### config.mk
export PLATFORM = sky130hd
export DESIGN_NAME = ccd_adc_capture_flat
export DESIGN_NICKNAME = d
export VERILOG_FILES = /design/src/rtl/ccd_adc_capture_if.sv /design/src/rtl/ccd_adc_capture.sv /design/src/flat_wrapper.sv
export SDC_FILE = /design/constraint.sdc
export NUM_CORES = 1
export LEC_CHECK = 0
export CORE_UTILIZATION = 40
export DETAILED_ROUTE_END_ITERATION = 7
export SETUP_SLACK_MARGIN = 0.3
export SYNTH_ARGS = -nofsm -noshare
export SYNTH_HDL_FRONTEND = slang
export SYNTH_SLANG_ARGS = --single-unit
export TNS_END_PERCENT = 100
### constraint.sdc
create_clock -name sys_clk -period 1.99 [get_ports sys_clk]
set_clock_uncertainty 0.05 [all_clocks]
set_input_delay 0.597 -clock sys_clk [delete_from_list [all_inputs] [get_ports sys_clk]]
set_output_delay 0.597 -clock sys_clk [all_outputs]
set_load 0.1 [all_outputs]
### src/rtl/ccd_adc_capture_if.sv
// Capture-block signal bundle: pixel trigger flags, serial-ADC pins, buffer write port, status.
// Latency: none, wires only.
// Backpressure: none; the capture block flags dropped starts through overrun instead of stalling.
interface ccd_adc_capture_if #(
  parameter int ADC_BITS = 16,
  parameter int ADDR_W   = 12
);
  logic                flag_adc_start;
  logic                flag_adc_restart;
  logic                adc_cnv;
  logic                adc_sclk;
  logic                adc_sdo;
  logic                pix_wr_en;
  logic [ADDR_W-1:0]   pix_wr_addr;
  logic [ADC_BITS-1:0] pix_wr_data;
  logic                frame_done;
  logic                overrun;
  logic                busy;

  // Capture block side
  modport master (
    input  flag_adc_start, flag_adc_restart, adc_sdo,
    output adc_cnv, adc_sclk, pix_wr_en, pix_wr_addr, pix_wr_data,
           frame_done, overrun, busy
  );

  // Timing generator / ADC / buffer side
  modport slave (
    output flag_adc_start, flag_adc_restart, adc_sdo,
    input  adc_cnv, adc_sclk, pix_wr_en, pix_wr_addr, pix_wr_data,
           frame_done, overrun, busy
  );
endinterface

### src/rtl/ccd_adc_capture.sv
// Serial-ADC pixel capture: one convert + MSB-first serial read per start pulse, written to the spectrum buffer.
// Latency: write strobe CONV_CYCLES + 2*SCLK_DIV*ADC_BITS + 1 cycles after the start; all outputs registered.
// Backpressure: none; starts while busy are dropped and latch overrun. Define CCD_DUMMY_SKIP_EN to discard leading dummy pixels.
module ccd_adc_capture #(
  parameter int ADC_BITS     = 16,
  parameter int CONV_CYCLES  = 40,
  parameter int SCLK_DIV     = 2,
  parameter int NUM_PIXELS   = 2048,
  parameter int ADDR_W       = 12,
  parameter int DUMMY_PIXELS = 32
) (
  input logic               sys_clk,
  input logic               sys_rst,
  ccd_adc_capture_if.master bus
);

  localparam int CW = (CONV_CYCLES > 1) ? $clog2(CONV_CYCLES) : 1;
  localparam int DW = (SCLK_DIV > 1) ? $clog2(SCLK_DIV) : 1;
  localparam int BW = (ADC_BITS > 1) ? $clog2(ADC_BITS) : 1;

  // Number of leading conversions thrown away after restart/reset.
`ifdef CCD_DUMMY_SKIP_EN
  localparam int SKIP_N = DUMMY_PIXELS;
`else
  localparam int SKIP_N = 0 * DUMMY_PIXELS;
`endif

  typedef enum logic [2:0] {IDLE, CONV, SHIFT, WRITE, DONE} state_t;

  state_t              state, state_nxt;
  logic [CW-1:0]       conv_cnt;
  logic [DW-1:0]       div_cnt;
  logic [BW-1:0]       bit_cnt;
  logic [ADC_BITS-1:0] shreg;
  logic [ADDR_W-1:0]   pix_cnt;
  logic                cnv_q, sclk_q, wr_en_q, frame_done_q, overrun_q, busy_q;
  logic [ADDR_W-1:0]   wr_addr_q;
  logic [ADC_BITS-1:0] wr_data_q;

  logic start, restart;
  logic last_conv, half_end, shift_end, set_ovr, enter_write, skip_pix;

  assign start   = bus.flag_adc_start;
  assign restart = bus.flag_adc_restart;

  assign bus.adc_cnv     = cnv_q;
  assign bus.adc_sclk    = sclk_q;
  assign bus.pix_wr_en   = wr_en_q;
  assign bus.pix_wr_addr = wr_addr_q;
  assign bus.pix_wr_data = wr_data_q;
  assign bus.frame_done  = frame_done_q;
  assign bus.overrun     = overrun_q;
  assign bus.busy        = busy_q;

  // Next-state decode; restart overrides everything, including a same-cycle start.
  always_comb begin
    state_nxt   = state;
    set_ovr     = 1'b0;
    enter_write = 1'b0;
    last_conv   = (conv_cnt == CW'(CONV_CYCLES - 1));
    half_end    = (div_cnt == DW'(SCLK_DIV - 1));
    shift_end   = sclk_q && half_end && (bit_cnt == BW'(ADC_BITS - 1));
    case (state)
      IDLE:  if (start) state_nxt = CONV;
      CONV: begin
        set_ovr = start;
        if (last_conv) state_nxt = SHIFT;
      end
      SHIFT: begin
        set_ovr = start;
        if (shift_end) begin
          state_nxt   = WRITE;
          enter_write = !skip_pix;
        end
      end
      WRITE: begin
        set_ovr   = start;
        state_nxt = (wr_en_q && (pix_cnt == ADDR_W'(NUM_PIXELS - 1))) ? DONE : IDLE;
      end
      DONE:    state_nxt = DONE;
      default: state_nxt = IDLE;
    endcase
    if (restart) begin
      state_nxt   = IDLE;
      set_ovr     = 1'b0;
      enter_write = 1'b0;
    end
  end

  // State register
  always_ff @(posedge sys_clk) begin
    if (sys_rst) state <= IDLE;
    else         state <= state_nxt;
  end

  // Convert strobe, serial clock generation, shift register and write port
  always_ff @(posedge sys_clk) begin
    if (sys_rst) begin
      conv_cnt     <= '0;
      div_cnt      <= '0;
      bit_cnt      <= '0;
      shreg        <= '0;
      pix_cnt      <= '0;
      cnv_q        <= 1'b0;
      sclk_q       <= 1'b0;
      wr_en_q      <= 1'b0;
      wr_addr_q    <= '0;
      wr_data_q    <= '0;
      frame_done_q <= 1'b0;
      overrun_q    <= 1'b0;
      busy_q       <= 1'b0;
    end else begin
      wr_en_q      <= enter_write;
      frame_done_q <= (state == WRITE) && (state_nxt == DONE);
      busy_q       <= state_nxt inside {CONV, SHIFT, WRITE};

      if (enter_write) begin
        wr_addr_q <= pix_cnt;
        wr_data_q <= shreg;
      end

      if (restart)                            cnv_q <= 1'b0;
      else if (state == IDLE && start)        cnv_q <= 1'b1;
      else if (state == CONV && last_conv)    cnv_q <= 1'b0;

      conv_cnt <= (state == CONV) ? conv_cnt + 1'b1 : '0;

      // Low half first; the sample is taken on the edge that raises sclk.
      if (state == SHIFT && !restart) begin
        if (half_end) begin
          div_cnt <= '0;
          sclk_q  <= !sclk_q;
          if (!sclk_q) shreg   <= {shreg[ADC_BITS-2:0], bus.adc_sdo};
          else         bit_cnt <= bit_cnt + 1'b1;
        end else begin
          div_cnt <= div_cnt + 1'b1;
        end
      end else begin
        div_cnt <= '0;
        bit_cnt <= '0;
        sclk_q  <= 1'b0;
      end

      // Counter stops at the last index so it never wraps; restart rearms it.
      if (restart)
        pix_cnt <= '0;
      else if (state == WRITE && wr_en_q && pix_cnt != ADDR_W'(NUM_PIXELS - 1))
        pix_cnt <= pix_cnt + 1'b1;

      if (restart)      overrun_q <= 1'b0;
      else if (set_ovr) overrun_q <= 1'b1;
    end
  end

  if (SKIP_N > 0) begin : g_skip
    localparam int KW = $clog2(SKIP_N + 1);
    logic [KW-1:0] dummy_cnt;

    assign skip_pix = (dummy_cnt < KW'(SKIP_N));

    // Count discarded conversions as they pass through WRITE
    always_ff @(posedge sys_clk) begin
      if (sys_rst || restart)               dummy_cnt <= '0;
      else if (state == WRITE && skip_pix)  dummy_cnt <= dummy_cnt + 1'b1;
    end
  end else begin : g_noskip
    assign skip_pix = 1'b0;
  end

endmodule
### src/flat_wrapper.sv
// flat-port wrapper written by rule: the top's interface ports become plain ports
module ccd_adc_capture_flat 
#(
  parameter int ADC_BITS     = 16,
  parameter int CONV_CYCLES  = 40,
  parameter int SCLK_DIV     = 2,
  parameter int NUM_PIXELS   = 2048,
  parameter int ADDR_W       = 12,
  parameter int DUMMY_PIXELS = 32
)
  (sys_clk, sys_rst, bus_flag_adc_start, bus_flag_adc_restart, bus_adc_sdo, bus_adc_cnv, bus_adc_sclk, bus_pix_wr_en, bus_pix_wr_addr, bus_pix_wr_data, bus_frame_done, bus_overrun, bus_busy);
  ccd_adc_capture_if #(.ADC_BITS(ADC_BITS), .ADDR_W(ADDR_W)) bus_i ();
  input logic sys_clk;
  input logic sys_rst;
  input wire logic [$bits(bus_i.flag_adc_start)-1:0] bus_flag_adc_start;
  input wire logic [$bits(bus_i.flag_adc_restart)-1:0] bus_flag_adc_restart;
  input wire logic [$bits(bus_i.adc_sdo)-1:0] bus_adc_sdo;
  output wire logic [$bits(bus_i.adc_cnv)-1:0] bus_adc_cnv;
  output wire logic [$bits(bus_i.adc_sclk)-1:0] bus_adc_sclk;
  output wire logic [$bits(bus_i.pix_wr_en)-1:0] bus_pix_wr_en;
  output wire logic [$bits(bus_i.pix_wr_addr)-1:0] bus_pix_wr_addr;
  output wire logic [$bits(bus_i.pix_wr_data)-1:0] bus_pix_wr_data;
  output wire logic [$bits(bus_i.frame_done)-1:0] bus_frame_done;
  output wire logic [$bits(bus_i.overrun)-1:0] bus_overrun;
  output wire logic [$bits(bus_i.busy)-1:0] bus_busy;
  assign bus_i.flag_adc_start = bus_flag_adc_start;
  assign bus_i.flag_adc_restart = bus_flag_adc_restart;
  assign bus_i.adc_sdo = bus_adc_sdo;
  assign bus_adc_cnv = bus_i.adc_cnv;
  assign bus_adc_sclk = bus_i.adc_sclk;
  assign bus_pix_wr_en = bus_i.pix_wr_en;
  assign bus_pix_wr_addr = bus_i.pix_wr_addr;
  assign bus_pix_wr_data = bus_i.pix_wr_data;
  assign bus_frame_done = bus_i.frame_done;
  assign bus_overrun = bus_i.overrun;
  assign bus_busy = bus_i.busy;
  ccd_adc_capture #(.ADC_BITS(ADC_BITS), .CONV_CYCLES(CONV_CYCLES), .SCLK_DIV(SCLK_DIV), .NUM_PIXELS(NUM_PIXELS), .ADDR_W(ADDR_W), .DUMMY_PIXELS(DUMMY_PIXELS)) u_core (.sys_clk(sys_clk), .sys_rst(sys_rst), .bus(bus_i));
endmodule
======== Word level (Yosys, flattened, before mapping) ========
Cells that the tools add are included.
cells by class
  add/subtract/negate cells ............... 4
  equality and inequality tests ........... 12
  mux-type cells .......................... 13
  bitwise operators ....................... 3
  reduce and logical (&&, ||, !) cells .... 21
operator list
  cell                     count
  $mux W3                  5
  $pmux W3 S5              1
  $add A12 B1 Y12 const B  1
  $eq A12 B11 Y1 const B   1
  $eq A3 B2 Y1 const B     4
  $ne A12 B11 Y1 const B   1
  $logic_and A1 B1 Y1      9
  $mux W1                  7
  $add A6 B1 Y6 const B    1
  $eq A3 B1 Y1 const B     2
  $eq A3 B3 Y1 const B     2
  $eq A6 B6 Y1 const B     1
  $reduce_or A2 Y1         3
  $reduce_or A3 Y1         2
  $add A4 B1 Y4 const B    1
  $eq A4 B4 Y1 const B     1
  $logic_not A3 Y1         1
  $not A1 Y1               3
  $reduce_and A3 Y1        1
  $reduce_bool A3 Y1       1
  $logic_not A1 Y1         2
  $reduce_and A2 Y1        1
  $reduce_bool A2 Y1       1
  $add A1 B1 Y1 const B    1
word-level totals
  register bits after elaboration ......... 76
  input port bits ......................... 5
  output and inout bits ................... 34

======== Logic depth before layout (Yosys ltp) ========
  depth in word-level cells ............... 7
  mapped depth ............................ 7
  depth with buffers taken out ............ 5

======== Worst setup path before layout ========
OpenSTA, ideal clock, no wires.
  path kind ............................... reg-to-reg
  start point ............................. register u_core.sclk_q (netlist: u_core.bus.adc_sclk)
  end point ............................... register u_core.wr_addr_q[0] (netlist: u_core.bus.pix_wr_addr[0])
  arrival ................................. 2.243 ns
  required time ........................... 1.812 ns
  path slack .............................. -0.430 ns
  cell stages (with the launch flop) ...... 7
  path buffers ............................ 2
  period minus slack after synthesis ...... 2.420 ns
  cell sequence ........................... dfxtp_1 nand3_1 nor4_4 buf_6 buf_12 mux2i_1 nor2_1
on the way
  word-level cells in the longest chain between the ends .. 5
RTL lines
  item                               line                    text
  from (decl)                        ccd_adc_capture.sv:36   logic cnv_q, sclk_q, wr_en_q, frame_done_q, overrun_q, busy_q;
  from (signal assigned)             ccd_adc_capture.sv:132  sclk_q <= !sclk_q;
  $logic_and A1 B1 Y1 (2 in series)  ccd_adc_capture.sv:62   shift_end = sclk_q && half_end && (bit_cnt == BW'(ADC_BITS - 1));
  $mux W1                            ccd_adc_capture.sv:71   if (shift_end) begin
  $mux W1                            ccd_adc_capture.sv:63   case (state)
  $mux W1                            ccd_adc_capture.sv:83   if (restart) begin
  to (signal assigned)               ccd_adc_capture.sv:118  wr_addr_q <= pix_cnt;
  to (decl)                          ccd_adc_capture.sv:37   logic [ADDR_W-1:0] wr_addr_q;
Every way passes these cells.
A chain may end at the register's enable or synchronous reset.

======== Final worst setup path ========
  start point ............................. register u_core.state[2]
  end point ............................... register u_core.pix_cnt[6]
on the way
  word-level cells in the longest chain between the ends .. 3
RTL lines
  item                               line                    text
  from (decl)                        ccd_adc_capture.sv:30   state_t state, state_nxt;
  from (signal assigned)             ccd_adc_capture.sv:93   else state <= state_nxt;
  $eq A3 B2 Y1                       ccd_adc_capture.sv:147  else if (state == WRITE && wr_en_q && pix_cnt != ADDR_W'(NUM_PIXELS - 1))
  $logic_and A1 B1 Y1 (2 in series)  ccd_adc_capture.sv:147
  to (signal assigned)               ccd_adc_capture.sv:148  pix_cnt <= pix_cnt + 1'b1;
  to (decl)                          ccd_adc_capture.sv:35   logic [ADDR_W-1:0] pix_cnt;
Every way passes these cells.

==> implementation parameters <==
Parameter                              Value

Status
  Run status ... complete, no violations

Setup path
  Arrival time reported for the critical path endpoint ... around 1.9 ns
  Required time of the worst setup path ... 2.23 ns
  Capture instance of the worst register-to-register path ... u_core.pix_cnt[6]
  Crit path buf inv count ... 2
  Worst reg2reg startpoint ... u_core.state[2]
  Kind of start point of the critical path ... register
  Category of the most critical setup path ... register to register
  Worst R2R Path Depth ... 6
  Crit path largest cell delay ... roughly 0.33 ns
  R2R Setup Slk ... 0.29 ns
  Sequence of cells on the critical path ... buf_4 -> and4b_2 -> o211ai_1 -> buf_4 -> or3_1 -> a21oi_1
  Critical-path maximum fanout ... 9
  Type of destination of the critical path ... register
  Cell family with the largest share of critical-path delay ... simple AND/OR/NAND/NOR gates
  Library cell contributing the largest single delay on the critical path ... sky130_fd_sc_hd__and4b_2
  Cell with the most instances on the worst path ... sky130_fd_sc_hd__buf_4
  Critical Path Source ... u_core.state[2]

Drt
  Routed wire length ... 6260 µm
  Number of vias per cell after detailed routing ... 5.01
  Total iterations of the first detailed-routing run ... 4
  Antenna-violating nets left ... 0
  Total via count after detailed routing ... around 2,400
  Count of unresolved DRC violations after routing ... 0
  Routed length per instance ... 12.9 µm
  Number of violations reported at the end of detailed-routing iteration 0 ... 80

Pwr
  Leakage power summed over all cells ... 1.50 nW
  Largest vdd supply drop ... 323 µV
  Power per unit of standard cell area ... 694 mW/mm²

CTS
  Clock buffer count from CTS ... 9
  Number of H-tree branching levels ... 3
  Number of hold buffers added after CTS ... 0
  Root buffer selected by CTS ... sky130_fd_sc_hd__clkbuf_8
  Insertion delay of the later-clocked pin in the worst-skew pair ... 0.35 ns
  Clk slew on worst S/H paths ... ~0.08 ns
  Max Root-Sink Buffers ... 2
  TritonCTS clock tree ... built
  Number of clock sinks ... 76

Die
  I/O Pins ... 39
  # rows ... 31
  Core footprint ... 0.00725 mm²
  Die Y-Extent ... 88.8 µm
  Initial standard-cell utilization of the core ... 41.5%
  Die width ... 88.8 µm
  Die ar. ... 0.00788 mm²

Finish
  Fraction of final layout cells with drive strength greater than 1 ... 27.7%
  Area Overhead vs Synth ... 44.7%
  Share of the core filled with cells in the final layout ... 60.1%
  Antenna cells ... 0
  Layout Cell Area excl Fill ... 0.00436 mm²
  Final #Nets ... 389

Logic synthesis
  Post-Synthesis Mean Instance Area ... 9.44 µm²
  Post-synthesis instance area ... around 0.0030 mm²
  Number of distinct library cells after synthesis ... 45
  Post-synthesis net count ... 327
  Most common library cells after synthesis ... sky130_fd_sc_hd__dfxtp_1 (76), sky130_fd_sc_hd__nor2_1 (46), sky130_fd_sc_hd__nand2_1 (38)
  Portion of the post-synthesis area used by sequential elements ... 50.5%
  Number of cells produced by synthesis ... 319
  Largest cells by area after synthesis ... sky130_fd_sc_hd__dfxtp_1 (51%), sky130_fd_sc_hd__mux2i_1 (9.3%), sky130_fd_sc_hd__nor2_1 (5.7%)
  EDFF count, synth ... 0
  Library cell with the largest summed area after synthesis ... sky130_fd_sc_hd__dfxtp_1
  Flip-flop and latch count after synthesis ... 76
  Most instantiated flip-flop cell in the synthesis netlist ... sky130_fd_sc_hd__dfxtp_1
  Area share of the largest cell type after synthesis ... 50.5%
  Most repeated cell in the gate-level netlist after synthesis ... sky130_fd_sc_hd__dfxtp_1
  Synthesis warning total ... 0
  Async set-or-reset flop fraction in the synthesized netlist ... 0%

Global route
  Wire length of the first global-routing pass ... 9940 µm
  Aggregate global-route resource usage ... 16.8%
  Antenna violations before repair ... 0
  Pin count of the biggest net entering global routing ... 33
  Congestion Overflow GR ... 0
  Vias in the first global route ... 2,148

STA
  Final worst setup slack ... 0.287 ns
  Sum of negative setup slack ... 0 ns
  Minimum hold slack ... between 0.3 and 0.4 ns
  Rel. slew slack ... 76.4%
  Post-layout min period ... 1.70 ns
  RSZ-0062 raised after global routing ... true
  Fraction of the cycle the final worst path needs ... 85.6%
  Actual slew at the worst max-slew pin ... about 0.35 ns
  Highest clock rate ... 0.587 GHz
  Number of max-slew violations in the final report ... 0
  Finish-stage setup viols ... 0
  Total count of hold-check failures in the final report ... 0

Worst hold path
  Hold Path Cell Cnt ... 1
  Hold path startpoint ... u_core.conv_cnt[0]
  Tightest Hold Check Type ... register to register
  Endpoint of the worst hold path ... u_core.conv_cnt[0]

Placement
  Half-perimeter wire length of the detailed placement result ... approximately 4100 µm
  Worst setup slack after placement ... -0.240 ns
  Total of buffers placed on input and output ports ... 38
  Post-DP Area ... 0.00389 mm²
  Final weighted congestion in routability-driven placement ... 0.715

Run
  MaxCap Viol Count ... 0
==> cell families after synthesis <==
| logic type | synth area share (%) |
|---|---|
| AND/OR/NAND/NOR | 21.2 |
| flip-flops | 50.5 |
| AO/OA/AOI/OAI | 10.4 |
| multiplexers | 9.31 |
| buffers and inverters | 4.90 |
| XOR/XNOR | 2.33 |
| adder cells (fa/ha/maj) | 1.25 |
==> what timing repair did <==
action,in CTS,in global routing
gates resized for setup,13,23
cloned,1,2
pin swaps,3,10
setup endpoints to repair,34,57
setup buffers,4,5
==> worst max path at each step <==
stage,to,depth (start not counted)
floorplan,u_core.shreg[10],7
global placement,u_core.bus.busy,4
detailed placement,u_core.bus.busy,4
CTS,u_core.bus.pix_wr_data[0],6
global route,u_core.bus.pix_wr_addr[0],6
finish,u_core.pix_cnt[6],6
==> registers in the layout, indices dropped and copies added, names as in the netlist <==
| register | flops |
|---|---|
| u_core.bit_cnt | 4 |
| u_core.bus.adc_cnv | 1 |
| u_core.bus.adc_sclk | 1 |
| u_core.bus.busy | 1 |
| u_core.bus.frame_done | 1 |
| u_core.bus.overrun | 1 |
| u_core.bus.pix_wr_addr | 12 |
| u_core.bus.pix_wr_data | 16 |
| u_core.bus.pix_wr_en | 1 |
| u_core.conv_cnt | 6 |
| u_core.div_cnt | 1 |
| u_core.pix_cnt | 12 |
| u_core.shreg | 16 |
| u_core.state | 3 |
==> through the flow <==
| step | total power, mW | cells |
|---|---|---|
| after detailed placement | 1.65 | 457 |
| after global routing | 3.12 | 485 |
| final | 3.02 | 485 |
| after floorplan | 1.61 | 319 |
| after global placement | 1.65 | 457 |
| after CTS | 3.05 | 478 |
==> placed cells by master, fill, tap and decap left out, types with 3 or more instances in the layout <==
cell,instances
sky130_fd_sc_hd__clkdlybuf4s50_1,3
sky130_fd_sc_hd__clkbuf_8,9
sky130_fd_sc_hd__o31ai_1,3
sky130_fd_sc_hd__xor2_1,5
sky130_fd_sc_hd__xnor2_1,3
sky130_fd_sc_hd__inv_1,5
sky130_fd_sc_hd__a21oi_1,28
sky130_fd_sc_hd__nand2_1,37
sky130_fd_sc_hd__nor2_1,46
sky130_fd_sc_hd__mux2i_1,28
sky130_fd_sc_hd__dfxtp_2,6
sky130_fd_sc_hd__nand3_1,11
sky130_fd_sc_hd__buf_12,38
sky130_fd_sc_hd__nand2b_1,3
sky130_fd_sc_hd__buf_4,20
sky130_fd_sc_hd__o21ai_0,8
sky130_fd_sc_hd__or3_1,5
sky130_fd_sc_hd__dfxtp_1,68
sky130_fd_sc_hd__bufinv_16,3
sky130_fd_sc_hd__nand4b_1,3
sky130_fd_sc_hd__buf_6,5
==> where the power goes <==
group | switching, mW | internal (mW)
Combinational | 0.0562 | 0.0378
Clock | 0.570 | 0.835
Sequential | 0.00360 | 1.52
==> final cells by class <==
type                       instances  area [µm²]
fill                             624        2900
sequential                        76        1540
multi-input combinational        221        1410
timing repair buffer              68        1030
clock buffer                      10         128
tap                               99         124
clock inverter                     6         113
inverter                           5        18.8
==> routing by layer <==
layer,vias to the layer above,track usage [%],part of all wire [%]
met5,-,0,0
met4,0,9.68,2.4
met3,12,3.08,3.0
met2,42,26.1,47
met1,1144,22.0,48
li1,1232,-,-
No activity file was read; power rests on OpenSTA's default activity.
